File: config.mk
export PLATFORM = sky130hd
export DESIGN_NAME = mem_lsu
export DESIGN_NICKNAME = d
export VERILOG_FILES = /design/src/rtl/mem_lsu_pkg.sv /design/src/rtl/mem_lsu_lane_fmt.sv /design/src/rtl/mem_lsu.sv
export SDC_FILE = /design/constraint.sdc
export NUM_CORES = 1
export LEC_CHECK = 0
export CORE_ASPECT_RATIO = 2
export CORE_UTILIZATION = 42
export DETAILED_ROUTE_END_ITERATION = 8
export PLACE_DENSITY = 0.85
export SLEW_MARGIN = 10
export SYNTH_ARGS = -nofsm -noshare
export SYNTH_HDL_FRONTEND = slang
export SYNTH_SLANG_ARGS = --single-unit
export TNS_END_PERCENT = 30
File: constraint.sdc
create_clock -name clk -period 2.9 [get_ports clk]
set_input_delay 0.58 -clock clk [delete_from_list [all_inputs] [get_ports clk]]
set_output_delay 0.58 -clock clk [all_outputs]
set_load 0.02 [all_outputs]
File: src/rtl/mem_lsu_pkg.sv
// Shared constants, bus payload type and access-size helpers for the MEM-stage load/store unit.
package mem_lsu_pkg;

  localparam int unsigned XLEN   = 32;
  localparam int unsigned SEL_W  = XLEN / 8;
  localparam int unsigned HOLD_W = 3;
  localparam int unsigned ST_W   = 2;

  localparam logic [HOLD_W-1:0] HOLD_ID   = 3'b011;
  localparam logic [HOLD_W-1:0] HOLD_NONE = 3'b000;

  localparam logic RIB_REQ  = 1'b1;
  localparam logic RIB_NREQ = 1'b0;

  localparam logic [2:0] INST_LB  = 3'b000;
  localparam logic [2:0] INST_LH  = 3'b001;
  localparam logic [2:0] INST_LW  = 3'b010;
  localparam logic [2:0] INST_LBU = 3'b100;
  localparam logic [2:0] INST_LHU = 3'b101;
  localparam logic [2:0] INST_SB  = 3'b000;
  localparam logic [2:0] INST_SH  = 3'b001;
  localparam logic [2:0] INST_SW  = 3'b010;

  localparam logic [ST_W-1:0] MEM_IDLE = 2'b00;
  localparam logic [ST_W-1:0] MEM_BUS  = 2'b01;
  localparam logic [ST_W-1:0] MEM_DONE = 2'b10;

  typedef enum logic [1:0] {
    SZ_BYTE = 2'b00,
    SZ_HALF = 2'b01,
    SZ_WORD = 2'b10
  } acc_size_e;

  typedef struct packed {
    logic             we;
    logic [XLEN-1:0]  addr;
    logic [XLEN-1:0]  wdata;
    logic [SEL_W-1:0] sel;
  } rib_req_t;

  // Undefined encodings fall back to a full word access.
  function automatic acc_size_e acc_size(input logic we, input logic [2:0] funct3);
    acc_size_e sz;
    sz = SZ_WORD;
    if (we) begin
      case (funct3)
        INST_SB: sz = SZ_BYTE;
        INST_SH: sz = SZ_HALF;
        default: sz = SZ_WORD;
      endcase
    end else begin
      case (funct3)
        INST_LB, INST_LBU: sz = SZ_BYTE;
        INST_LH, INST_LHU: sz = SZ_HALF;
        default:           sz = SZ_WORD;
      endcase
    end
    return sz;
  endfunction

  function automatic logic is_misaligned(input logic we, input logic [2:0] funct3,
                                         input logic [1:0] off);
    logic mis;
    case (acc_size(we, funct3))
      SZ_BYTE: mis = 1'b0;
      SZ_HALF: mis = off[0];
      default: mis = (off != 2'b00);
    endcase
    return mis;
  endfunction

endpackage

File: src/rtl/mem_lsu_lane_fmt.sv
// Byte-lane strobe / store replication generation and load byte/half extraction with extension.
module mem_lane_fmt
  import mem_lsu_pkg::*;
(
  input  logic             we,
  input  logic [2:0]       funct3,
  input  logic [1:0]       off,
  input  logic [XLEN-1:0]  wdata,
  input  logic [XLEN-1:0]  rdata,
  output logic [SEL_W-1:0] sel_c,
  output logic [XLEN-1:0]  wdata_c,
  output logic [XLEN-1:0]  rdata_c
);

  logic [7:0]  rbyte;
  logic [15:0] rhalf;

  // Strobes and lane-replicated store data; misaligned halves/words keep their natural lanes.
  always_comb begin
    sel_c   = {SEL_W{1'b1}};
    wdata_c = wdata;
    if (we) begin
      case (acc_size(we, funct3))
        SZ_BYTE: begin
          sel_c   = SEL_W'(4'b0001) << off;
          wdata_c = {4{wdata[7:0]}};
        end
        SZ_HALF: begin
          sel_c   = off[1] ? 4'b1100 : 4'b0011;
          wdata_c = {2{wdata[15:0]}};
        end
        default: begin
          sel_c   = {SEL_W{1'b1}};
          wdata_c = wdata;
        end
      endcase
    end
  end

  always_comb begin
    case (off)
      2'b00:   rbyte = rdata[7:0];
      2'b01:   rbyte = rdata[15:8];
      2'b10:   rbyte = rdata[23:16];
      default: rbyte = rdata[31:24];
    endcase
    rhalf = off[1] ? rdata[31:16] : rdata[15:0];
  end

  always_comb begin
    case (funct3)
      INST_LB:  rdata_c = {{24{rbyte[7]}}, rbyte};
      INST_LBU: rdata_c = {24'h000000, rbyte};
      INST_LH:  rdata_c = {{16{rhalf[15]}}, rhalf};
      INST_LHU: rdata_c = {16'h0000, rhalf};
      default:  rdata_c = rdata;
    endcase
  end

endmodule

File: src/rtl/mem_lsu.sv
// MEM-stage load/store unit: issues RIB req/ack transfers and stalls the pipeline while busy.
// Optional misaligned-access trap enabled with `define MEM_MISALIGN_TRAP_EN (adds misalign_o).
module mem_lsu
  import mem_lsu_pkg::*;
#(
  parameter logic [HOLD_W-1:0] HOLD_CODE = HOLD_ID
) (
  input  logic              clk,
  input  logic              rst,
  input  logic              mem_req_i,
  input  logic              mem_we_i,
  input  logic [XLEN-1:0]   mem_addr_i,
  input  logic [XLEN-1:0]   mem_wdata_i,
  input  logic [2:0]        mem_funct3_i,
  output logic              rib_req_o,
  output logic              rib_we_o,
  output logic [XLEN-1:0]   rib_addr_o,
  output logic [XLEN-1:0]   rib_wdata_o,
  output logic [SEL_W-1:0]  rib_sel_o,
  input  logic              rib_ack_i,
  input  logic              rib_err_i,
  input  logic [XLEN-1:0]   rib_rdata_i,
  output logic [XLEN-1:0]   mem_reg_wdata_o,
  output logic              me_req_flag_o,
  output logic [HOLD_W-1:0] hold_flag_o,
  output logic              bus_err_o
`ifdef MEM_MISALIGN_TRAP_EN
  ,
  output logic              misalign_o
`endif
);

  logic [ST_W-1:0]   state_q, state_d;
  logic              req_q, req_d;
  rib_req_t          bus_q, bus_d;
  logic [2:0]        funct3_q, funct3_d;
  logic [1:0]        off_q, off_d;
  logic [XLEN-1:0]   rdata_q, rdata_d;
  logic              flag_q, flag_d;
  logic              err_q, err_d;
  logic [HOLD_W-1:0] hold_c;
  logic              idle_c;
  logic              trap_c;

  logic              fmt_we;
  logic [2:0]        fmt_funct3;
  logic [1:0]        fmt_off;
  logic [SEL_W-1:0]  fmt_sel_c;
  logic [XLEN-1:0]   fmt_wdata_c;
  logic [XLEN-1:0]   fmt_rdata_c;

  assign idle_c = (state_q == MEM_IDLE);

`ifdef MEM_MISALIGN_TRAP_EN
  assign trap_c = is_misaligned(mem_we_i, mem_funct3_i, mem_addr_i[1:0]);
`else
  assign trap_c = 1'b0;
`endif

  // One formatter serves the request in IDLE and the captured access while in BUS.
  assign fmt_we     = idle_c ? mem_we_i        : bus_q.we;
  assign fmt_funct3 = idle_c ? mem_funct3_i    : funct3_q;
  assign fmt_off    = idle_c ? mem_addr_i[1:0] : off_q;

  mem_lane_fmt u_lane_fmt (
    .we      (fmt_we),
    .funct3  (fmt_funct3),
    .off     (fmt_off),
    .wdata   (mem_wdata_i),
    .rdata   (rib_rdata_i),
    .sel_c   (fmt_sel_c),
    .wdata_c (fmt_wdata_c),
    .rdata_c (fmt_rdata_c)
  );

  // Next-state and next-output logic.
  always_comb begin
    state_d  = state_q;
    req_d    = req_q;
    bus_d    = bus_q;
    funct3_d = funct3_q;
    off_d    = off_q;
    rdata_d  = rdata_q;
    flag_d   = RIB_NREQ;
    err_d    = 1'b0;
    hold_c   = HOLD_NONE;
    case (state_q)
      MEM_IDLE: begin
        if (mem_req_i) begin
          hold_c = HOLD_CODE;
          if (trap_c) begin
            state_d = MEM_DONE;
            rdata_d = '0;
          end else begin
            state_d     = MEM_BUS;
            req_d       = 1'b1;
            bus_d.we    = mem_we_i;
            bus_d.addr  = {mem_addr_i[XLEN-1:2], 2'b00};
            bus_d.wdata = fmt_wdata_c;
            bus_d.sel   = fmt_sel_c;
            funct3_d    = mem_funct3_i;
            off_d       = mem_addr_i[1:0];
          end
        end
      end
      MEM_BUS: begin
        hold_c = HOLD_CODE;
        if (rib_ack_i || rib_err_i) begin
          state_d = MEM_DONE;
          req_d   = 1'b0;
          err_d   = rib_err_i;
          rdata_d = (rib_err_i || bus_q.we) ? '0 : fmt_rdata_c;
          flag_d  = bus_q.we ? RIB_NREQ : RIB_REQ;
        end
      end
      MEM_DONE: begin
        state_d = MEM_IDLE;
      end
      default: begin
        state_d = MEM_IDLE;
        req_d   = 1'b0;
      end
    endcase
  end

  always_ff @(posedge clk) begin
    if (rst) begin
      state_q  <= MEM_IDLE;
      req_q    <= 1'b0;
      bus_q    <= '0;
      funct3_q <= 3'b000;
      off_q    <= 2'b00;
      rdata_q  <= '0;
      flag_q   <= RIB_NREQ;
      err_q    <= 1'b0;
    end else begin
      state_q  <= state_d;
      req_q    <= req_d;
      bus_q    <= bus_d;
      funct3_q <= funct3_d;
      off_q    <= off_d;
      rdata_q  <= rdata_d;
      flag_q   <= flag_d;
      err_q    <= err_d;
    end
  end

`ifdef MEM_MISALIGN_TRAP_EN
  // Pulses during the DONE cycle of a trapped access.
  always_ff @(posedge clk) begin
    if (rst) misalign_o <= 1'b0;
    else     misalign_o <= idle_c && mem_req_i && trap_c;
  end
`endif

  assign rib_req_o       = req_q;
  assign rib_we_o        = bus_q.we;
  assign rib_addr_o      = bus_q.addr;
  assign rib_wdata_o     = bus_q.wdata;
  assign rib_sel_o       = bus_q.sel;
  assign mem_reg_wdata_o = rdata_q;
  assign me_req_flag_o   = flag_q;
  assign bus_err_o       = err_q;
  assign hold_flag_o     = hold_c;

endmodule

Word-level counts from Yosys, hierarchy flattened
Cells that the tools add are included.
{"block": "word_totals", "elab_cells": 59, "reg_bits": 109}
{"block": "classes", "n_shift": 1, "n_eq_ne": 10, "n_reduce_logical": 11, "bitwise": 3, "mux": 23}
{"op": "32-bit one-hot mux with 4 select lines", "count": 1}
{"op": "32-bit 2-to-1 mux", "count": 2}
{"op": "32-bit one-hot mux with 2 select lines", "count": 1}
{"op": "8-bit one-hot mux with 3 select lines", "count": 1}
{"op": "16-bit 2-to-1 mux", "count": 1}
{"op": "2-bit one-hot mux with 2 select lines", "count": 3}
{"op": "2-bit 2-to-1 mux", "count": 5}
{"op": "4-bit 2-to-1 mux", "count": 2}
{"op": "4-bit one-hot mux with 2 select lines", "count": 1}
{"op": "2-bit by 1-bit equality test with 1-bit output, second input constant", "count": 3}
{"op": "3-bit equality test, second input constant", "count": 2}
{"op": "2-bit zero test", "count": 3}
{"op": "2-bit AND reduction", "count": 3}
{"op": "2-bit equality test, second input constant", "count": 2}
{"op": "1-bit 2-to-1 mux", "count": 4}
{"op": "2-bit inequality test, second input constant", "count": 2}
{"op": "1-bit by 2-bit << shifter with 4-bit output, first input constant", "count": 1}
{"op": "3-bit by 1-bit equality test with 1-bit output, second input constant", "count": 1}
{"op": "3-bit zero test", "count": 1}
{"op": "3-bit 2-to-1 mux", "count": 1}
{"op": "1-bit inverter", "count": 3}
{"op": "1-bit one-hot mux with 3 select lines", "count": 1}
{"op": "3-bit AND reduction", "count": 1}
{"op": "3-bit OR reduction", "count": 1}
{"op": "1-bit logical OR", "count": 2}

Logic depth before layout (Yosys ltp)
{"block": "depth", "ltp_word": 8, "ltp_mapped": 8, "mapped_depth_nobuf": 5}

Cells and area by module
Synthesis repeated with hierarchy kept, for this count alone.
{"block": "unflattened", "cells_unflattened": 587, "area_unflattened_um2": 5037.3}
{"module": "mem_lsu", "area_per_inst_um2": 3839.9, "cells_each": 422, "n_inst": 1, "seq_area_each_um2": 2182.1}
{"module": "mem_lane_fmt", "area_per_inst_um2": 1197.4, "cells_each": 165, "n_inst": 1, "seq_area_each_um2": 0.0}

Worst setup path before layout
No wires, ideal clock.
{"block": "synth_path", "path_type": "input to register", "from": "in mem_addr_i[1]", "to": "reg rdata_q[11] (netlist: mem_reg_wdata_o[11])", "t_required_ns": 2.785, "n_path_buf": 2, "setup_slack_ns": 0.690, "setup_ns": 0.115, "arrival_ns": 2.095, "path_stages": 7, "path_cell_list": "or3b_1 and2_1 buf_2 buf_2 mux2_1 a22o_1 o21a_1"}
{"block": "synth_via", "elab_chain_len": 5, "elab_cells_between_ends": 8, "cone_classes": "2 x eq/ne; 5 x mux; 1 x reduce/logical"}
{"item": "start, declared", "line_no": "mem_lsu.sv:12", "text": "input logic [XLEN-1:0] mem_addr_i,"}
{"item": "2-bit 2-to-1 mux (*)", "line_no": "mem_lsu.sv:63", "text": "assign fmt_off = idle_c ? mem_addr_i[1:0] : off_q;"}
{"item": "2-bit equality test, or another cell as far along", "line_no": "mem_lsu_lane_fmt.sv:41", "text": "case (off)"}
{"item": "8-bit one-hot mux with 3 select lines", "line_no": "mem_lsu_lane_fmt.sv:41"}
{"item": "32-bit one-hot mux with 4 select lines (*)", "line_no": "mem_lsu_lane_fmt.sv:51", "text": "case (funct3)"}
{"item": "32-bit 2-to-1 mux (*)", "line_no": "mem_lsu.sv:112", "text": "rdata_d = (rib_err_i || bus_q.we) ? '0 : fmt_rdata_c;"}
{"item": "end signal, assigned", "line_no": "mem_lsu.sv:142", "text": "rdata_q <= rdata_d;"}
{"item": "end, declared", "line_no": "mem_lsu.sv:38", "text": "logic [XLEN-1:0] rdata_q, rdata_d;"}
Every way passes the cells marked *; elsewhere a longest branch is shown, timed or not.
A chain may end at the register's enable or synchronous reset.

Final worst setup path
{"block": "layout_path", "from": "reg state_q[0]", "to": "reg rdata_q[12] (netlist: mem_reg_wdata_o[12])"}
{"block": "layout_via", "elab_chain_len": 6, "elab_cells_between_ends": 16, "cone_classes": "6 x eq/ne; 6 x mux; 4 x reduce/logical"}
{"item": "start, declared", "line_no": "mem_lsu.sv:33", "text": "logic [ST_W-1:0] state_q, state_d;"}
{"item": "start signal, assigned", "line_no": "mem_lsu.sv:137", "text": "state_q <= state_d;"}
{"item": "2-bit zero test", "line_no": "mem_lsu.sv:52, mem_lsu.sv:87"}
{"item": "2-bit 2-to-1 mux", "line_no": "mem_lsu.sv:63"}
{"item": "2-bit equality test, or another cell as far along", "line_no": "mem_lsu_lane_fmt.sv:41"}
{"item": "8-bit one-hot mux with 3 select lines", "line_no": "mem_lsu_lane_fmt.sv:41"}
{"item": "32-bit one-hot mux with 4 select lines", "line_no": "mem_lsu_lane_fmt.sv:51"}
{"item": "32-bit 2-to-1 mux", "line_no": "mem_lsu.sv:112"}
Parallel ways exist; a longest one is shown, timed or not.

==> impl_metrics.env <==
export IMPL_status="finished clean"
export IMPL_clk_latency_ns=0.35
export IMPL_p_per_area_nw_per_um2=520
export IMPL_layout_common_cells="207 x clkdlybuf4s50_1, 156 x nand2_1, 109 x dfxtp_1"
export IMPL_cp_start_kind="register"
export IMPL_dr_pass1_iters=5
export IMPL_cts_made_buffers=9
export IMPL_hold_path_class="reg -> reg"
export IMPL_grt_usage_pct=28.1
export IMPL_drv_slew=0
export IMPL_cp_required_ns=3.19
export IMPL_yosysWarnings=0
export IMPL_critPathKind="reg -> reg"
export IMPL_syn_area_um2=4780
export IMPL_synth_seq_cells=109
export IMPL_multiInputGateArea_um2=2390
export IMPL_intPower_mw=2.68
export IMPL_clock_skew_ns=0.0126
export IMPL_critPathArrivalTime_ns=2.93
export IMPL_num_fill_cells=880
export IMPL_p_sw_mw=1.10
export IMPL_cts_htree_levels=3
export IMPL_min_period_ns=2.65
export IMPL_detail_route_antenna_nets=0
export IMPL_grt_pass1_vias=5340
export IMPL_clock_sinks=109
export IMPL_grt_pass1_wl_mm=26.2
export IMPL_setup_viol=0
export IMPL_gp_congestion=0.870
export IMPL_ir_drop_mv=0.398
export IMPL_io_buffers=208
export IMPL_num_vias=5205
export IMPL_wire_per_inst_um=17.5
export IMPL_drt_total_wl_mm=16.4
export IMPL_die_w_um=77.4
export IMPL_cts_clk_slew_worst_paths_ns=0.07
export IMPL_core_um2=11000
export IMPL_cp_end_kind="register"
export IMPL_cap_violations=0
export IMPL_die_y_um=153
export IMPL_ctsHoldBuffers=0
export IMPL_placed_cells=923
export IMPL_syn_area_per_cell_um2=7.87
export IMPL_switching_share_pct=29.1
export IMPL_cts_root_buf="clkbuf_16"
export IMPL_max_freq_mhz=378
export IMPL_initial_utilization_pct=43.4
export IMPL_drcViolationCount=0
export IMPL_finalInstanceArea_um2=7270
export IMPL_layout_commonest_cell="clkdlybuf4s50_1"
export IMPL_tightestPinTransition_ns=1.09
export IMPL_final_nets=899
export IMPL_die_area_um2=11800
export IMPL_seq_power_share_pct=43.3
export IMPL_finalHoldViolCount=0
export IMPL_synth_cells=607
export IMPL_dp_hpwl_mm=12.3
export IMPL_post_dp_cell_area_um2=6970
export IMPL_fin_cells=939
export IMPL_maxSlewHeadroom_pct=27.2
export IMPL_clock_path_buffers=2
export IMPL_ctsResizeCount=0
export IMPL_grt_ovfl_total=0
export IMPL_fin_setup_tns_ns=0
export IMPL_rsz0062_at_grt="no"
export IMPL_period_share_pct=91.3
export IMPL_syn_to_final_growth_pct=52.2
export IMPL_post_cts_setup_buffers=0
export IMPL_ys_types=47
export IMPL_synth_ff_type="dfxtp_1"
export IMPL_avgViaCountPerCell=5.54
export IMPL_drive_gt1_share_pct=5.63
export IMPL_path_max_fanout=16
export IMPL_synth_edf_count=0
export IMPL_leakage_nw=2.70
export IMPL_synthArstFlopShare_pct=0
export IMPL_n_antenna_cell=0
export IMPL_yosysSeqAreaShare_pct=45.7
export IMPL_rows=54
export IMPL_comb_power_share_pct=22.9
export IMPL_drt_initial_drc_count=355
export IMPL_pwr_share_clk_pct=33.8
export IMPL_seqCellArea_um2=2180
export IMPL_cts_tree="built"
export IMPL_num_io_pins=212
export IMPL_grt_max_degree=55
export IMPL_grt_antenna_before_repair=0
==> power by group through the flow <==
stage,registers [mW],clock network [mW],logic (mW)
4_1_cts,1.64,1.29,0.866
3_3_place_gp,1.67,0,0.843
5_1_grt,1.65,1.35,0.933
2_1_floorplan,1.76,0,0.340
3_5_place_dp,1.67,0,0.860
6_report,1.64,1.28,0.868
==> through the flow <==
stage / hold slack (ns) / power, mW / util [%] / setup slack [ns]
after floorplan: 0.435 / 2.10 / - / 0.690
after global placement: 0.437 / 2.51 / 63.3 / 0.0790
after detailed placement: 0.445 / 2.53 / 63.3 / -0.0306
after CTS: 0.455 / 3.79 / 66.1 / 0.293
after global routing: 0.475 / 3.93 / 66.1 / 0.0647
final: 0.455 / 3.78 / 66.1 / 0.251
==> worst max-delay path, cell delays in order (launching register included) <==
cell and delay [ns]:
dfxtp_1 0.66, or3b_1 0.27, and2_1 0.58, a211oi_2 0.20, o31ai_2 0.65, o21a_1 0.23
==> final cells by class <==
type                            instances  share of cell area, %
Tap cell                              140                   2.41
Clock inverter                          6                  0.946
Timing Repair Buffer                  225                   30.5
Clock buffer                           10                   3.29
Multi-Input combinational cell        448                   32.8
Sequential cell                       109                   30.0
Inverter                                1                 0.0516
==> cell usage after synthesis, types with 2 or more instances <==
| master | count | share of area (%) |
|---|---|---|
| o21ai_0 | 29 | 3.0 |
| mux2_1 | 6 | 1.4 |
| o21ai_1 | 3 | 0.31 |
| or4_1 | 2 | 0.31 |
| dfxtp_1 | 109 | 46 |
| buf_4 | 4 | 0.63 |
| or4b_1 | 2 | 0.42 |
| and2_1 | 5 | 0.65 |
| o21a_1 | 9 | 1.4 |
| a22oi_1 | 5 | 0.79 |
| a21oi_1 | 78 | 8.2 |
| buf_2 | 9 | 0.94 |
| a211oi_1 | 2 | 0.31 |
| nand3_1 | 25 | 2.6 |
| nor3b_1 | 2 | 0.31 |
| a22o_1 | 6 | 1.1 |
| nor2_1 | 23 | 1.8 |
| a311oi_1 | 12 | 2.2 |
| a21boi_1 | 2 | 0.31 |
| clkbuf_1 | 34 | 2.7 |
| a32o_1 | 2 | 0.42 |
| nand4_1 | 19 | 2.5 |
| nand2_1 | 157 | 12 |
| nor3_1 | 4 | 0.42 |
| mux2i_1 | 4 | 0.84 |
| buf_1 | 3 | 0.24 |
| mux2_2 | 3 | 0.71 |
| o31ai_1 | 3 | 0.47 |
| and3_1 | 5 | 0.65 |
| o211ai_1 | 15 | 2.4 |
| o22ai_1 | 5 | 0.65 |
| or3b_1 | 3 | 0.55 |
| nand3b_1 | 3 | 0.47 |
==> state kept, by name (all words and copies together), names as in the netlist <==
register         flops
rib_wdata_o         32
rib_sel_o            4
state_q              2
mem_reg_wdata_o     32
rib_req_o            1
rib_addr_o          30
off_q                2
me_req_flag_o        1
funct3_q             3
rib_we_o             1
bus_err_o            1
==> path summary, 6_finish.rpt <==
path / start / to / slack (ns) / depth (start not counted)
max: state_q[0] / mem_reg_wdata_o[12] / 0.25 / 5
min reg2reg: rib_wdata_o[1] / rib_wdata_o[1] / 0.46 / 2
min: rib_wdata_o[1] / rib_wdata_o[1] / 0.46 / 2
max reg2reg: state_q[0] / mem_reg_wdata_o[12] / 0.25 / 5
==> layer usage <==
layer | wire, um | vias up | track usage (%) | part of all wire [%]
li1 | - | 2512 | - | -
met1 | 5650 | 2408 | 28.3 | 34
met2 | 8960 | 239 | 52.8 | 55
met3 | 1140 | 46 | 5.73 | 6.9
met4 | 651 | 0 | 14.1 | 4.0
met5 | 0 | - | 0 | 0
==> logic make-up (layout without fill, tap and decap cells) <==
group	count (synthesis)	in the layout	share of synthesized area (%)
other cells	1	3	0.0785
flops	109	109	45.7
compound gates	177	177	22.8
simple gates	255	255	23.7
mux	13	13	2.96
buf+inv	52	242	4.79
Power figures use the tool's default switching activity.
